==> src/rtl/seq_mem_pair_sequencer_if.sv <==
// Handshake and memory-control bundle between the pair sequencer and its datapath.
// Signal names are given from the sequencer's point of view (i_ = into it, o_ = out of it).
//   i_start, i_abort : job control
//   i_in_valid       : LOAD input stream valid
//   o_in_ready       : sequencer accepts an input word
//   o_wea, o_addr_a  : memory A write enable / address
//   o_latch_lo/hi    : operand latch strobes
//   o_web, o_addr_b  : memory B write enable / address
//   o_busy, o_done   : status
interface seq_mem_pair_sequencer_if #(
  parameter int unsigned ADDR_A_W = 3,
  parameter int unsigned ADDR_B_W = 2
);
  logic                i_start;
  logic                i_abort;
  logic                i_in_valid;
  logic                o_in_ready;
  logic                o_wea;
  logic [ADDR_A_W-1:0] o_addr_a;
  logic                o_latch_lo;
  logic                o_latch_hi;
  logic                o_web;
  logic [ADDR_B_W-1:0] o_addr_b;
  logic                o_busy;
  logic                o_done;

  modport master (
    input  i_start, i_abort, i_in_valid,
    output o_in_ready, o_wea, o_addr_a, o_latch_lo, o_latch_hi,
           o_web, o_addr_b, o_busy, o_done
  );

  modport slave (
    output i_start, i_abort, i_in_valid,
    input  o_in_ready, o_wea, o_addr_a, o_latch_lo, o_latch_hi,
           o_web, o_addr_b, o_busy, o_done
  );
endinterface

==> src/rtl/seq_mem_pair_sequencer.sv <==
// Sequencer for the two-memory datapath: loads DEPTH_A words into memory A from a
// valid/ready stream, then reads A in (lo, hi) pairs, strobes the operand latches and
// writes one result per pair into memory B. Abort returns to idle from any state.
// Ports:
//   i_clk   : rising-edge clock
//   i_rst_n : asynchronous active-low reset
//   bus     : control/handshake bundle (master side), see seq_mem_pair_sequencer_if
module seq_mem_pair_sequencer #(
  parameter int unsigned DEPTH_A  = 8,
  parameter int unsigned ADDR_A_W = 3,
  parameter int unsigned ADDR_B_W = 2
) (
  input  logic                      i_clk,
  input  logic                      i_rst_n,
  seq_mem_pair_sequencer_if.master  bus
);

  localparam int unsigned LAST_A = DEPTH_A - 1;
  localparam int unsigned LAST_B = DEPTH_A / 2 - 1;

  typedef enum logic [2:0] {
    S_IDLE  = 3'd0,
    S_LOAD  = 3'd1,
    S_RD_LO = 3'd2,
    S_RD_HI = 3'd3,
    S_WR_B  = 3'd4,
    S_DONE  = 3'd5
  } state_t;

  state_t              r_state;
  state_t              w_state_nxt;
  logic [ADDR_A_W-1:0] r_cnt_a;
  logic [ADDR_A_W-1:0] w_cnt_a_nxt;
  logic [ADDR_B_W-1:0] r_cnt_b;
  logic [ADDR_B_W-1:0] w_cnt_b_nxt;

  logic                r_in_ready;
  logic [ADDR_A_W-1:0] r_addr_a;
  logic                r_latch_lo;
  logic                r_latch_hi;
  logic                r_web;
  logic [ADDR_B_W-1:0] r_addr_b;
  logic                r_busy;
  logic                r_done;

  logic                w_in_ready_nxt;
  logic [ADDR_A_W-1:0] w_addr_a_nxt;
  logic                w_latch_lo_nxt;
  logic                w_latch_hi_nxt;
  logic                w_web_nxt;
  logic [ADDR_B_W-1:0] w_addr_b_nxt;
  logic                w_busy_nxt;
  logic                w_done_nxt;
  logic                w_xfer;

  // r_in_ready is high exactly in LOAD, so this is the stream handshake
  assign w_xfer = r_in_ready & bus.i_in_valid;

  // Next state and counters; abort overrides everything, including a LOAD transfer
  always_comb begin
    w_state_nxt = r_state;
    w_cnt_a_nxt = r_cnt_a;
    w_cnt_b_nxt = r_cnt_b;
    if (bus.i_abort) begin
      w_state_nxt = S_IDLE;
      w_cnt_a_nxt = '0;
      w_cnt_b_nxt = '0;
    end else begin
      case (r_state)
        S_IDLE: begin
          if (bus.i_start) begin
            w_state_nxt = S_LOAD;
            w_cnt_a_nxt = '0;
            w_cnt_b_nxt = '0;
          end
        end
        S_LOAD: begin
          if (w_xfer) begin
            if (r_cnt_a == ADDR_A_W'(LAST_A)) begin
              w_state_nxt = S_RD_LO;
              w_cnt_a_nxt = '0;
            end else begin
              w_cnt_a_nxt = r_cnt_a + ADDR_A_W'(1);
            end
          end
        end
        S_RD_LO: begin
          w_state_nxt = S_RD_HI;
          w_cnt_a_nxt = r_cnt_a + ADDR_A_W'(1);
        end
        S_RD_HI: begin
          w_state_nxt = S_WR_B;
        end
        S_WR_B: begin
          if (r_cnt_b == ADDR_B_W'(LAST_B)) begin
            w_state_nxt = S_DONE;
          end else begin
            w_state_nxt = S_RD_LO;
            w_cnt_a_nxt = r_cnt_a + ADDR_A_W'(1);
            w_cnt_b_nxt = r_cnt_b + ADDR_B_W'(1);
          end
        end
        S_DONE: begin
          w_state_nxt = S_IDLE;
          w_cnt_a_nxt = '0;
          w_cnt_b_nxt = '0;
        end
        default: begin
          w_state_nxt = S_IDLE;
          w_cnt_a_nxt = '0;
          w_cnt_b_nxt = '0;
        end
      endcase
    end
  end

  // Moore decode of the upcoming state, so registered outputs line up with r_state
  always_comb begin
    w_in_ready_nxt = 1'b0;
    w_addr_a_nxt   = '0;
    w_latch_lo_nxt = 1'b0;
    w_latch_hi_nxt = 1'b0;
    w_web_nxt      = 1'b0;
    w_addr_b_nxt   = '0;
    w_busy_nxt     = (w_state_nxt != S_IDLE);
    w_done_nxt     = 1'b0;
    case (w_state_nxt)
      S_LOAD: begin
        w_in_ready_nxt = 1'b1;
        w_addr_a_nxt   = w_cnt_a_nxt;
      end
      S_RD_LO: begin
        w_latch_lo_nxt = 1'b1;
        w_addr_a_nxt   = w_cnt_a_nxt;
      end
      S_RD_HI: begin
        w_latch_hi_nxt = 1'b1;
        w_addr_a_nxt   = w_cnt_a_nxt;
      end
      S_WR_B: begin
        w_web_nxt    = 1'b1;
        w_addr_b_nxt = w_cnt_b_nxt;
      end
      S_DONE: begin
        w_done_nxt = 1'b1;
      end
      default: begin
      end
    endcase
  end

  // State, counters and output registers
  always_ff @(posedge i_clk or negedge i_rst_n) begin
    if (!i_rst_n) begin
      r_state    <= S_IDLE;
      r_cnt_a    <= '0;
      r_cnt_b    <= '0;
      r_in_ready <= 1'b0;
      r_addr_a   <= '0;
      r_latch_lo <= 1'b0;
      r_latch_hi <= 1'b0;
      r_web      <= 1'b0;
      r_addr_b   <= '0;
      r_busy     <= 1'b0;
      r_done     <= 1'b0;
    end else begin
      r_state    <= w_state_nxt;
      r_cnt_a    <= w_cnt_a_nxt;
      r_cnt_b    <= w_cnt_b_nxt;
      r_in_ready <= w_in_ready_nxt;
      r_addr_a   <= w_addr_a_nxt;
      r_latch_lo <= w_latch_lo_nxt;
      r_latch_hi <= w_latch_hi_nxt;
      r_web      <= w_web_nxt;
      r_addr_b   <= w_addr_b_nxt;
      r_busy     <= w_busy_nxt;
      r_done     <= w_done_nxt;
    end
  end

  // WEA follows InValid within the cycle so a word is written the cycle it is offered
  assign bus.o_wea      = w_xfer;
  assign bus.o_in_ready = r_in_ready;
  assign bus.o_addr_a   = r_addr_a;
  assign bus.o_latch_lo = r_latch_lo;
  assign bus.o_latch_hi = r_latch_hi;
  assign bus.o_web      = r_web;
  assign bus.o_addr_b   = r_addr_b;
  assign bus.o_busy     = r_busy;
  assign bus.o_done     = r_done;

endmodule

==> src/flat_wrapper.sv <==
// flat-port wrapper written by rule: the top's interface ports become plain ports
module seq_mem_pair_sequencer_flat 
#(
  parameter int unsigned DEPTH_A  = 8,
  parameter int unsigned ADDR_A_W = 3,
  parameter int unsigned ADDR_B_W = 2
)
  (i_clk, i_rst_n, bus_i_start, bus_i_abort, bus_i_in_valid, bus_o_in_ready, bus_o_wea, bus_o_addr_a, bus_o_latch_lo, bus_o_latch_hi, bus_o_web, bus_o_addr_b, bus_o_busy, bus_o_done);
  seq_mem_pair_sequencer_if #(.ADDR_A_W(ADDR_A_W), .ADDR_B_W(ADDR_B_W)) bus_i ();
  input  logic i_clk;
  input  logic i_rst_n;
  input wire logic [$bits(bus_i.i_start)-1:0] bus_i_start;
  input wire logic [$bits(bus_i.i_abort)-1:0] bus_i_abort;
  input wire logic [$bits(bus_i.i_in_valid)-1:0] bus_i_in_valid;
  output wire logic [$bits(bus_i.o_in_ready)-1:0] bus_o_in_ready;
  output wire logic [$bits(bus_i.o_wea)-1:0] bus_o_wea;
  output wire logic [$bits(bus_i.o_addr_a)-1:0] bus_o_addr_a;
  output wire logic [$bits(bus_i.o_latch_lo)-1:0] bus_o_latch_lo;
  output wire logic [$bits(bus_i.o_latch_hi)-1:0] bus_o_latch_hi;
  output wire logic [$bits(bus_i.o_web)-1:0] bus_o_web;
  output wire logic [$bits(bus_i.o_addr_b)-1:0] bus_o_addr_b;
  output wire logic [$bits(bus_i.o_busy)-1:0] bus_o_busy;
  output wire logic [$bits(bus_i.o_done)-1:0] bus_o_done;
  assign bus_i.i_start = bus_i_start;
  assign bus_i.i_abort = bus_i_abort;
  assign bus_i.i_in_valid = bus_i_in_valid;
  assign bus_o_in_ready = bus_i.o_in_ready;
  assign bus_o_wea = bus_i.o_wea;
  assign bus_o_addr_a = bus_i.o_addr_a;
  assign bus_o_latch_lo = bus_i.o_latch_lo;
  assign bus_o_latch_hi = bus_i.o_latch_hi;
  assign bus_o_web = bus_i.o_web;
  assign bus_o_addr_b = bus_i.o_addr_b;
  assign bus_o_busy = bus_i.o_busy;
  assign bus_o_done = bus_i.o_done;
  seq_mem_pair_sequencer #(.DEPTH_A(DEPTH_A), .ADDR_A_W(ADDR_A_W), .ADDR_B_W(ADDR_B_W)) u_core (.i_clk(i_clk), .i_rst_n(i_rst_n), .bus(bus_i));
endmodule
==> config.mk <==
export PLATFORM = sky130hd
export DESIGN_NAME = seq_mem_pair_sequencer_flat
export DESIGN_NICKNAME = d
export VERILOG_FILES = /design/src/rtl/seq_mem_pair_sequencer_if.sv /design/src/rtl/seq_mem_pair_sequencer.sv /design/src/flat_wrapper.sv
export SDC_FILE = /design/constraint.sdc
export NUM_CORES = 1
export LEC_CHECK = 0
export CORE_UTILIZATION = 50
export CTS_BUF_LIST = sky130_fd_sc_hd__clkbuf_16
export CTS_CLUSTER_DIAMETER = 40
export DETAILED_ROUTE_END_ITERATION = 7
export HOLD_SLACK_MARGIN = 0.02
export PLACE_DENSITY = 0.78
export SYNTH_ARGS = -nofsm -noshare
export SYNTH_HDL_FRONTEND = slang
export SYNTH_SLANG_ARGS = --single-unit
==> constraint.sdc <==
create_clock -name i_clk -period 5.4 [get_ports i_clk]
set_clock_uncertainty 0.05 [all_clocks]
set_input_delay 1.08 -clock i_clk [delete_from_list [all_inputs] [get_ports i_clk]]
set_output_delay 1.08 -clock i_clk [all_outputs]
set_load 0.01 [all_outputs]
==> out/qor.txt, run 1 <==
Finished Cell Area - 1110 µm²
final setup fails - 0
GRT Max-Usage Layer - met2
crit path launch type - input pin
fin worst setup slack - 2.05 ns
CTS tree - built
flops & latches, synth - 19
Multi-input gate area - 363 µm²
Fmax - 299 MHz
Placer Congestion - 0.782
remaining global-route overflow - 0
WL/cell - 14.7 µm
die height - 43.7 µm
synthesized area per cell - 10.8 µm²
drt via density - 5.90
fillers - 118
Post-DP Area - 1030 µm²
CP cell instances - clkdlybuf4s50_1, nand2_1, inv_1, clkdlybuf4s50_1
register clock-pin slew on the reported worst setup and hold paths - 0.05 ns
first-pass GRT wire length - 2780 µm
kind of critical path - input pin to output port
met3 GRT Util - 5.00%
layout cells sized above 1 - 11.2%
met2 Track Usage GR - 31.6%
min-delay worst type - flip-flop to flip-flop
max incr delay on CP - 0.52 ns
Mapped Area - 871 µm²
syn nets - 88
Hold WS - 0.516 ns
CTS Buffer Depth - 2
initial drt markers - 5
hpwl dp - 1150 µm
Rows - 14
pre-CTS WS - 2.06 ns
worst vdd ir - 0.248 mV
Finished Layout Cells - 114
status - finished with violations
vias in the first global route - 637
area delta synth->final - 27.7%
post-route DRC violation count - 1
post-CTS setup buffers - 0
gr usage total - 21.0%
CP delay by family, top - buffers and inverters
Vias - 673
leakage - 0.509 nW
CP max FO - 3
Initial Util - 55.9%
Port Buffers - 16
period utilization - 62.0%
ANT cells - 0
RSZ-0062 raised after global routing - no
post-CTS sizing - 0
Post-Syn Instances - 81
Max-slew headroom - 46.6%
GR Util met1 - 28.3%
drt total wl - 1670 µm
clock network latency to the later pin of the worst-skew pair - 0.25 ns
largest net degree at the start of global routing - 20
CTS root buffer - clkbuf_16
Fin. Hold Viols - 0
CP required - 4.27 ns
CP max-delay cell - clkdlybuf4s50_1
Final Max Tran Viols - 0
Die Wd - 43.7 µm
Seq/Total Area, Yosys - 54.6%
Least-Margin Pin Slew - 0.798 ns
post-route ant nets - 0
total clock sinks - 19
crit path buf inv count - 3
Synthesis Warnings - 0
dpl cells - 110
Critical Path Most Common Cell - clkdlybuf4s50_1
failing checks - design-rule violations
Max-Cap Viols - 0
top-level I/O count - 17
fin nets - 106
minimum clock period after layout - 3.35 ns
Cell Pwr Density - 290 nW/µm²
Post-Route Setup TNS - 0 ns
Setup crit end kind - output port
Max H-tree Level - 1
Core ar. - 1560 µm²
FF/Latch Area - 475 µm²
Detailed Routing Iterations Pass 1 - 6
Yosys cell types - 33
number of CTS-inserted buffers - 3
initial antenna violation count - 0
WP data arrival - 2.22 ns
die area - 1910 µm²
hold buffer count at CTS - 0
[worst min-delay path, cell delays in order, from the launching register on]
cell and delay, ns:
dfrtp_1 0.35, a22oi_1 0.09, nor2_1 0.09
[placed cells by master (no fill, tap or decap), types with 2 or more instances in the layout]
cell,n
dfrtp_1,19
clkdlybuf4s50_1,16
nor2_1,10
a21oi_1,5
nor3_1,5
nand2_1,4
inv_1,3
clkbuf_16,3
or2_1,2
nand2b_1,2
mux2i_1,2
a22oi_1,2
and3_1,2
o21ai_0,2
ha_1,2
[power breakdown]
group	switching (mW)	total, mW	internal (mW)
clock	0.0497	0.150	0.0999
combinational	0.0142	0.0261	0.0119
sequential	0.00257	0.147	0.145
total	0.0664	0.323	0.256
[flip-flops by register name, summed over array words and instances (netlist names)]
signal                 cells
u_core.bus.o_done          1
u_core.bus.o_web           1
u_core.bus.o_busy          1
u_core.bus.o_addr_b        2
u_core.r_state             3
u_core.bus.o_latch_hi      1
u_core.bus.o_latch_lo      1
u_core.bus.o_addr_a        3
u_core.r_cnt_a             3
u_core.bus.o_in_ready      1
u_core.r_cnt_b             2
[per-stage QoR]
| stage | power, mW | utilization (%) |
|---|---|---|
| 5_1_grt | 0.335 | 71.3 |
| 3_3_place_gp | 0.175 | 66.1 |
| 2_1_floorplan | 0.164 | - |
| 3_5_place_dp | 0.176 | 66.1 |
| 6_report | 0.323 | 71.3 |
| 4_1_cts | 0.326 | 71.3 |
[synth_stat cells]
library cell	count	share of area [%]
and2_1	1	0.72
or3_4	1	1.3
ha_1	2	2.9
nand3b_1	1	0.86
nand4_1	1	0.72
and3_1	2	1.4
dfrtp_1	19	55
o32a_1	1	1.1
a21o_1	1	0.86
buf_6	1	1.3
buf_2	2	1.1
o22ai_2	1	1.4
o31ai_1	1	0.86
or3_1	1	0.72
nor2_1	10	4.3
and3b_1	1	1.0
a21oi_1	5	2.9
a41oi_2	1	1.9
nand3_1	1	0.57
mux2i_1	2	2.3
inv_1	3	1.3
o22ai_1	1	0.72
and3_4	1	1.3
o21ai_1	1	0.57
a22oi_1	2	1.7
nor3_1	5	2.9
nand2b_1	2	1.4
and2_4	1	1.0
o21ai_0	2	1.1
nor2_2	1	0.72
nor3_2	1	1.1
nand2_1	4	1.7
or2_1	2	1.4
[layout make-up]
cell class                 instances  area share [%]
clock inverter                     1           0.675
tap                               16            1.80
timing repair buffer              16            14.4
inverter                           3            1.01
multi-input combinational         56            32.6
clock buffer                       3            6.75
sequential                        19            42.7
[worst paths after layout]
path / start / end / slack (ns) / depth (start not counted)
worst min-delay path: u_core.r_cnt_a[1] / u_core.r_cnt_a[1] / 0.52 / 2
worst max register to register: u_core.r_cnt_a[0] / u_core.bus.o_done / 3.27 / 7
worst max-delay path: bus_i_in_valid / bus_o_wea / 2.05 / 4
worst min register to register: u_core.r_cnt_a[1] / u_core.r_cnt_a[1] / 0.52 / 2
min in group asynchronous: i_rst_n / u_core.bus.o_web / 1.25 / 1
max in group asynchronous: i_rst_n / u_core.bus.o_latch_hi / 3.55 / 1
[metal layers]
layer	share of wire, %	vias up
met2	48	17
met1	45	327
met4	2.0	0
met3	4.7	5
met5	0	-
li1	-	324
[kinds of logic after synthesis]
group | count (synthesis) | share of synthesized area, %
adder cells (fa/ha/maj) | 2 | 2.87
multiplexers | 2 | 2.30
flip-flops | 19 | 54.6
AND/OR/NAND/NOR | 36 | 23.3
AO/OA/AOI/OAI | 16 | 13.2
buffers and inverters | 6 | 3.74
(Power assumes the default switching activity.)
==> inputs of run 2 (changes only) <==
--- a/config.mk
+++ b/config.mk
@@ -5,12 +5,12 @@
 export SDC_FILE = /design/constraint.sdc
 export NUM_CORES = 1
 export LEC_CHECK = 0
-export CORE_UTILIZATION = 50
+export CORE_UTILIZATION = 49
 export CTS_BUF_LIST = sky130_fd_sc_hd__clkbuf_16
 export CTS_CLUSTER_DIAMETER = 40
 export DETAILED_ROUTE_END_ITERATION = 7
 export HOLD_SLACK_MARGIN = 0.02
-export PLACE_DENSITY = 0.78
+export PLACE_DENSITY = 0.76
 export SYNTH_ARGS = -nofsm -noshare
 export SYNTH_HDL_FRONTEND = slang
 export SYNTH_SLANG_ARGS = --single-unit
==> constraint.sdc (replaced) <==
create_clock -name i_clk -period 3.3 [get_ports i_clk]
set_clock_uncertainty 0.05 [all_clocks]
set_input_delay 0.66 -clock i_clk [delete_from_list [all_inputs] [get_ports i_clk]]
set_output_delay 0.66 -clock i_clk [all_outputs]
set_load 0.01 [all_outputs]
==> out/qor.txt, run 2 (same netlist as run 1, synthesis figures left out) <==
final setup fails - 0 (unchanged)
WP data arrival - 1.81 ns (was 2.22 ns)
layout cells sized above 1 - 10.2% (was 11.2%)
period utilization - 76.2%
area delta synth->final - 27.3% (was 27.7%)
remaining global-route overflow - 0 (unchanged)
Die Wd - 44.2 µm (was 43.7 µm)
worst setup path endpoint - bus_o_wea (unchanged)
vias in the first global route - 647 (was 637)
Rows - 14 (unchanged)
CTS tree - built (unchanged)
first-pass GRT wire length - 2950 µm (was 2780 µm)
Worst Hold Depth - 2 (unchanged)
post-route DRC violation count - 1 (unchanged)
RSZ-0062 raised after global routing - no (unchanged)
Initial Util - 55.2% (was 55.9%)
leakage - 0.514 nW (was 0.509 nW)
initial antenna violation count - 0 (unchanged)
pre-CTS WS - 0.788 ns (was 2.06 ns)
Fin. Hold Viols - 0 (unchanged)
WL/cell - 15.8 µm (was 14.7 µm)
die area - 1950 µm² (was 1910 µm²)
Max-slew headroom - 44.9% (was 46.6%)
Setup crit end kind - output port (unchanged)
register clock-pin slew on the reported worst setup and hold paths - 0.05 ns (about the same)
Cell Pwr Density - 475 nW/µm² (was 290 nW/µm²)
Fmax - 398 MHz
Vias - 664 (was 673)
HP Start - u_core.r_cnt_a[1] (unchanged)
Core ar. - 1580 µm² (was 1560 µm²)
hpwl dp - 1230 µm (was 1150 µm)
total clock sinks - 19 (unchanged)
minimum clock period after layout - 2.52 ns
top-level I/O count - 17 (unchanged)
clock network latency to the later pin of the worst-skew pair - 0.25 ns (about the same)
min-delay worst type - flip-flop to flip-flop (unchanged)
Crit. Startpoint - bus_i_in_valid (unchanged)
post-CTS sizing - 0 (unchanged)
CP max FO - 3 (unchanged)
Final Max Tran Viols - 0 (unchanged)
most common cell after layout, fill and taps aside - dfrtp_1 (unchanged)
Max H-tree Level - 1 (unchanged)
CTS Buffer Depth - 2 (unchanged)
CP required - 2.59 ns (was 4.27 ns)
initial drt markers - 11 (was 5)
kind of critical path - input pin to output port (unchanged)
drt total wl - 1800 µm (was 1670 µm)
failing checks - design-rule violations (unchanged)
R2R Setup Slk - 1.16 ns (was 3.27 ns)
post-route ant nets - 0 (unchanged)
Max-Cap Viols - 0 (unchanged)
drt via density - 5.82 (was 5.90)
ANT cells - 0 (unchanged)
most frequent cells in the layout - 19 x dfrtp_1, 16 x clkdlybuf4s50_1, 10 x nor2_1 (unchanged)
Port Buffers - 16 (unchanged)
fin nets - 106 (unchanged)
Least-Margin Pin Slew - 0.824 ns (was 0.798 ns)
Placer Congestion - 0.811 (was 0.782)
gr usage total - 22.0% (was 21.0%)
worst vdd ir - 0.363 mV (was 0.248 mV)
crit path launch type - input pin (unchanged)
hold buffer count at CTS - 0 (unchanged)
fin worst setup slack - 0.785 ns (was 2.05 ns)
RR Startpoint - u_core.r_cnt_a[0] (unchanged)
Detailed Routing Iterations Pass 1 - 6 (unchanged)
CTS root buffer - clkbuf_16 (unchanged)
die height - 44.2 µm (was 43.7 µm)
post-CTS setup buffers - 0 (unchanged)
largest net degree at the start of global routing - 20 (unchanged)
status - finished with violations (unchanged)
reg2reg end - u_core.bus.o_done (unchanged)
number of CTS-inserted buffers - 3 (unchanged)
worst reg2reg path depth - 7 (unchanged)
Post-Route Setup TNS - 0 ns (unchanged)
[run 2: changes by cell type in the layout (fill, tap and decap cells not counted)]
| cell | before | now |
|---|---|---|
| clkinvlp_4 | 1 | 0 |
| inv_1 | 3 | 4 |
[run 2: how the worst min path moves through the flow]
stage	endpoint	slack, ns
global route	u_core.r_cnt_a[1]	0.56
finish	u_core.r_cnt_a[1]	0.52
detailed placement	u_core.r_cnt_a[1]	0.51
CTS	u_core.r_cnt_a[1]	0.53
floorplan	u_core.bus.o_addr_a[0]	0.31
global placement	u_core.r_cnt_a[1]	0.50
[run 2: worst max-delay path, stage by stage]
cell and delay [ns]:
clkdlybuf4s50_1 0.48, nand2_1 0.08, inv_1 0.06, clkdlybuf4s50_1 0.52
[run 2: area by class of cell]
class	count	area (µm²)
Multi-Input combinational cell	56	363
Timing Repair Buffer	16	160
Sequential cell	19	475
Inverter	3	11.3
Clock buffer	3	75.1
Fill cell	124	468
Clock inverter	1	3.75
Tap cell	16	20.0
[run 2: power breakdown]
| part | total, mW | switching [mW] | internal (mW) |
|---|---|---|---|
| clock | 0.243 | 0.0821 | 0.161 |
| combinational | 0.0429 | 0.0234 | 0.0195 |
| sequential | 0.241 | 0.00418 | 0.237 |
[run 2: per-stage QoR]
step	total power [mW]	instances	hold WS, ns	utilization [%]	area (µm²)
final	0.527	114	0.515	70.3	1110
after global routing	0.550	114	0.556	70.3	1110
after CTS	0.531	114	0.528	70.3	1110
after detailed placement	0.288	110	0.515	65.3	1030
after global placement	0.287	110	0.497	65.3	1030
after floorplan	0.269	81	0.314	-	871
[run 2: layer usage]
metal,up-vias,wire length (µm),GRT usage (%),part of all wire [%]
met5,-,0,0,0
met4,0,21,10.9,1.2
met3,2,76,6.12,4.2
met2,19,873,33.2,49
met1,324,828,29.2,46
li1,319,-,-,-
==> inputs of run 3 (changes only) <==
==> constraint.sdc (replaced) <==
create_clock -name i_clk -period 2.5 [get_ports i_clk]
set_clock_uncertainty 0.05 [all_clocks]
set_input_delay 0.5 -clock i_clk [delete_from_list [all_inputs] [get_ports i_clk]]
set_output_delay 0.5 -clock i_clk [all_outputs]
set_load 0.01 [all_outputs]
==> out/qor.txt, run 3 (same netlist as run 1, synthesis figures left out) <==
hold buffer count at CTS - 0 (unchanged)
period utilization - 87.4%
Max H-tree Level - 1 (unchanged)
largest net degree at the start of global routing - 20 (unchanged)
Pint - 0.552 mW (was 0.417 mW)
Final Core Density - 70.8% (was 70.3%)
Cell Pwr Density - 622 nW/µm² (was 475 nW/µm²)
Rows - 14 (unchanged)
Vias - 643 (was 664)
kind of critical path - input pin to output port (unchanged)
remaining global-route overflow - 0 (unchanged)
total clock sinks - 19 (unchanged)
Least-Margin Pin Slew - 0.518 ns (was 0.824 ns)
CP max FO - 3 (unchanged)
WP data arrival - 1.64 ns (was 1.81 ns)
worst vdd ir - 0.541 mV (was 0.363 mV)
register clock-pin slew on the reported worst setup and hold paths - 0.05 ns (about the same)
area delta synth->final - 28.2% (was 27.3%)
Max-slew headroom - 65.3% (was 44.9%)
switching part of the total - 20.5% (was 20.8%)
Critical Path Most Common Cell - clkdlybuf4s50_1 (unchanged)
fillers - 121 (was 124)
CTS tree - built (unchanged)
initial antenna violation count - 0 (unchanged)
CP cell instances - clkdlybuf4s50_1, nand2_1, inv_1, clkdlybuf4s50_1 (unchanged)
Worst Hold Depth - 2 (unchanged)
clock network latency to the later pin of the worst-skew pair - 0.25 ns (about the same)
crit path buf inv count - 3 (unchanged)
die height - 44.2 µm (unchanged)
gr usage total - 22.8% (was 22.0%)
Setup crit end kind - output port (unchanged)
most common cell after layout, fill and taps aside - dfrtp_1 (unchanged)
vias in the first global route - 656 (was 647)
CP max-delay cell - clkdlybuf4s50_1 (unchanged)
min-delay worst type - flip-flop to flip-flop (unchanged)
drt via density - 5.59 (was 5.82)
layout cells sized above 1 - 11.1% (was 10.2%)
ANT cells - 0 (unchanged)
P_sw - 0.142 mW (was 0.110 mW)
Detailed Routing Iterations Pass 1 - 6 (unchanged)
hpwl dp - 1250 µm (was 1230 µm)
Multi-input gate area - 363 µm² (unchanged)
max incr delay on CP - 0.52 ns (about the same)
first-pass GRT wire length - 3030 µm (was 2950 µm)
R2R Setup Slk - 0.35 ns (was 1.16 ns)
WL/cell - 15.6 µm (was 15.8 µm)
worst reg2reg path depth - 7 (unchanged)
drt total wl - 1790 µm (was 1800 µm)
Final Max Tran Viols - 0 (unchanged)
Placer Congestion - 0.810 (was 0.811)
clock power share - 45.8% (was 46.1%)
die area - 1950 µm² (unchanged)
initial drt markers - 11 (unchanged)
Fin. Hold Viols - 0 (unchanged)
status - complete, no violations (was finished with violations)
top-level I/O count - 17 (unchanged)
CTS root buffer - clkbuf_16 (unchanged)
minimum clock period after layout - 2.19 ns
RSZ-0062 raised after global routing - no (unchanged)
Die Wd - 44.2 µm (unchanged)
Post-Route Setup TNS - 0 ns (unchanged)
post-route DRC violation count - 0 (was 1)
combinational power share - 8.3% (was 8.1%)
number of CTS-inserted buffers - 3 (unchanged)
fin nets - 107 (was 106)
post-CTS sizing - 0 (unchanged)
CP delay by family, top - buffers and inverters (unchanged)
Fmax - 458 MHz
final setup fails - 0 (unchanged)
crit path launch type - input pin (unchanged)
post-route ant nets - 0 (unchanged)
Initial Util - 55.2% (unchanged)
post-CTS setup buffers - 0 (unchanged)
instance count on the critical path - 4 (unchanged)
Max-Cap Viols - 0 (unchanged)
Sequential Power Share - 45.9% (was 45.7%)
Core ar. - 1580 µm² (unchanged)
most frequent cells in the layout - 19 x dfrtp_1, 16 x clkdlybuf4s50_1, 10 x nor2_1 (unchanged)
FF/Latch Area - 475 µm² (unchanged)
CP required - 1.95 ns (was 2.59 ns)
CTS Buffer Depth - 2 (unchanged)
leakage - 0.519 nW (was 0.514 nW)
Hold WS - 0.513 ns (was 0.515 ns)
Port Buffers - 16 (unchanged)
run 3: cell count changes in the layout (fill, tap and decap cells not counted), sizes merged:
cell  change
buf       +1
run 3: path summary, 6_finish.rpt:
kind	startpoint	to
setup / recovery	bus_i_in_valid	bus_o_wea
hold / removal	u_core.r_cnt_a[1]	u_core.r_cnt_a[1]
setup reg to reg	u_core.r_cnt_a[0]	u_core.bus.o_done
hold reg to reg	u_core.r_cnt_a[1]	u_core.r_cnt_a[1]
max in group asynchronous	i_rst_n	u_core.r_state[2]
min in group asynchronous	i_rst_n	u_core.bus.o_web
run 3: layer usage:
| metal | routed length [µm] | GRT usage (%) | vias to the layer above |
|---|---|---|---|
| met4 | 37 | 13.3 | 0 |
| li1 | - | - | 324 |
| met1 | 805 | 29.1 | 301 |
| met2 | 869 | 34.7 | 14 |
| met5 | 0 | 0 | - |
| met3 | 77 | 6.53 | 4 |
run 3: layout make-up:
class,count,area share (%)
clock buffer,3,6.73
clock inverter,1,0.336
inverter,3,1.01
multi-input combinational,56,32.5
sequential,19,42.6
tap,16,1.79
timing repair buffer,17,15.0
run 3: through the flow:
stage	instance area (µm²)	std cells	setup slack, ns	power [mW]
after detailed placement	1040	111	0.259	0.382
after global routing	1120	115	0.261	0.724
after CTS	1120	115	0.306	0.703
after floorplan	871	81	0.485	0.355
after global placement	1040	111	0.272	0.380
final	1120	115	0.314	0.694
run 3: power by group through the flow:
stage	logic [mW]	clock network, mW	registers [mW]
after floorplan	0.0330	0	0.322
after global placement	0.0565	0	0.323
after detailed placement	0.0582	0	0.323
after CTS	0.0583	0.327	0.318
after global routing	0.0641	0.341	0.319
final	0.0578	0.318	0.318
run 3: worst register-to-register path: cells and delay by family (launching register included):
kind | cells | cell delay, ns
flops | 1 | 0.39
fa+ha+maj | 2 | 0.42
simple gates | 4 | 0.84
compound gates | 1 | 0.37
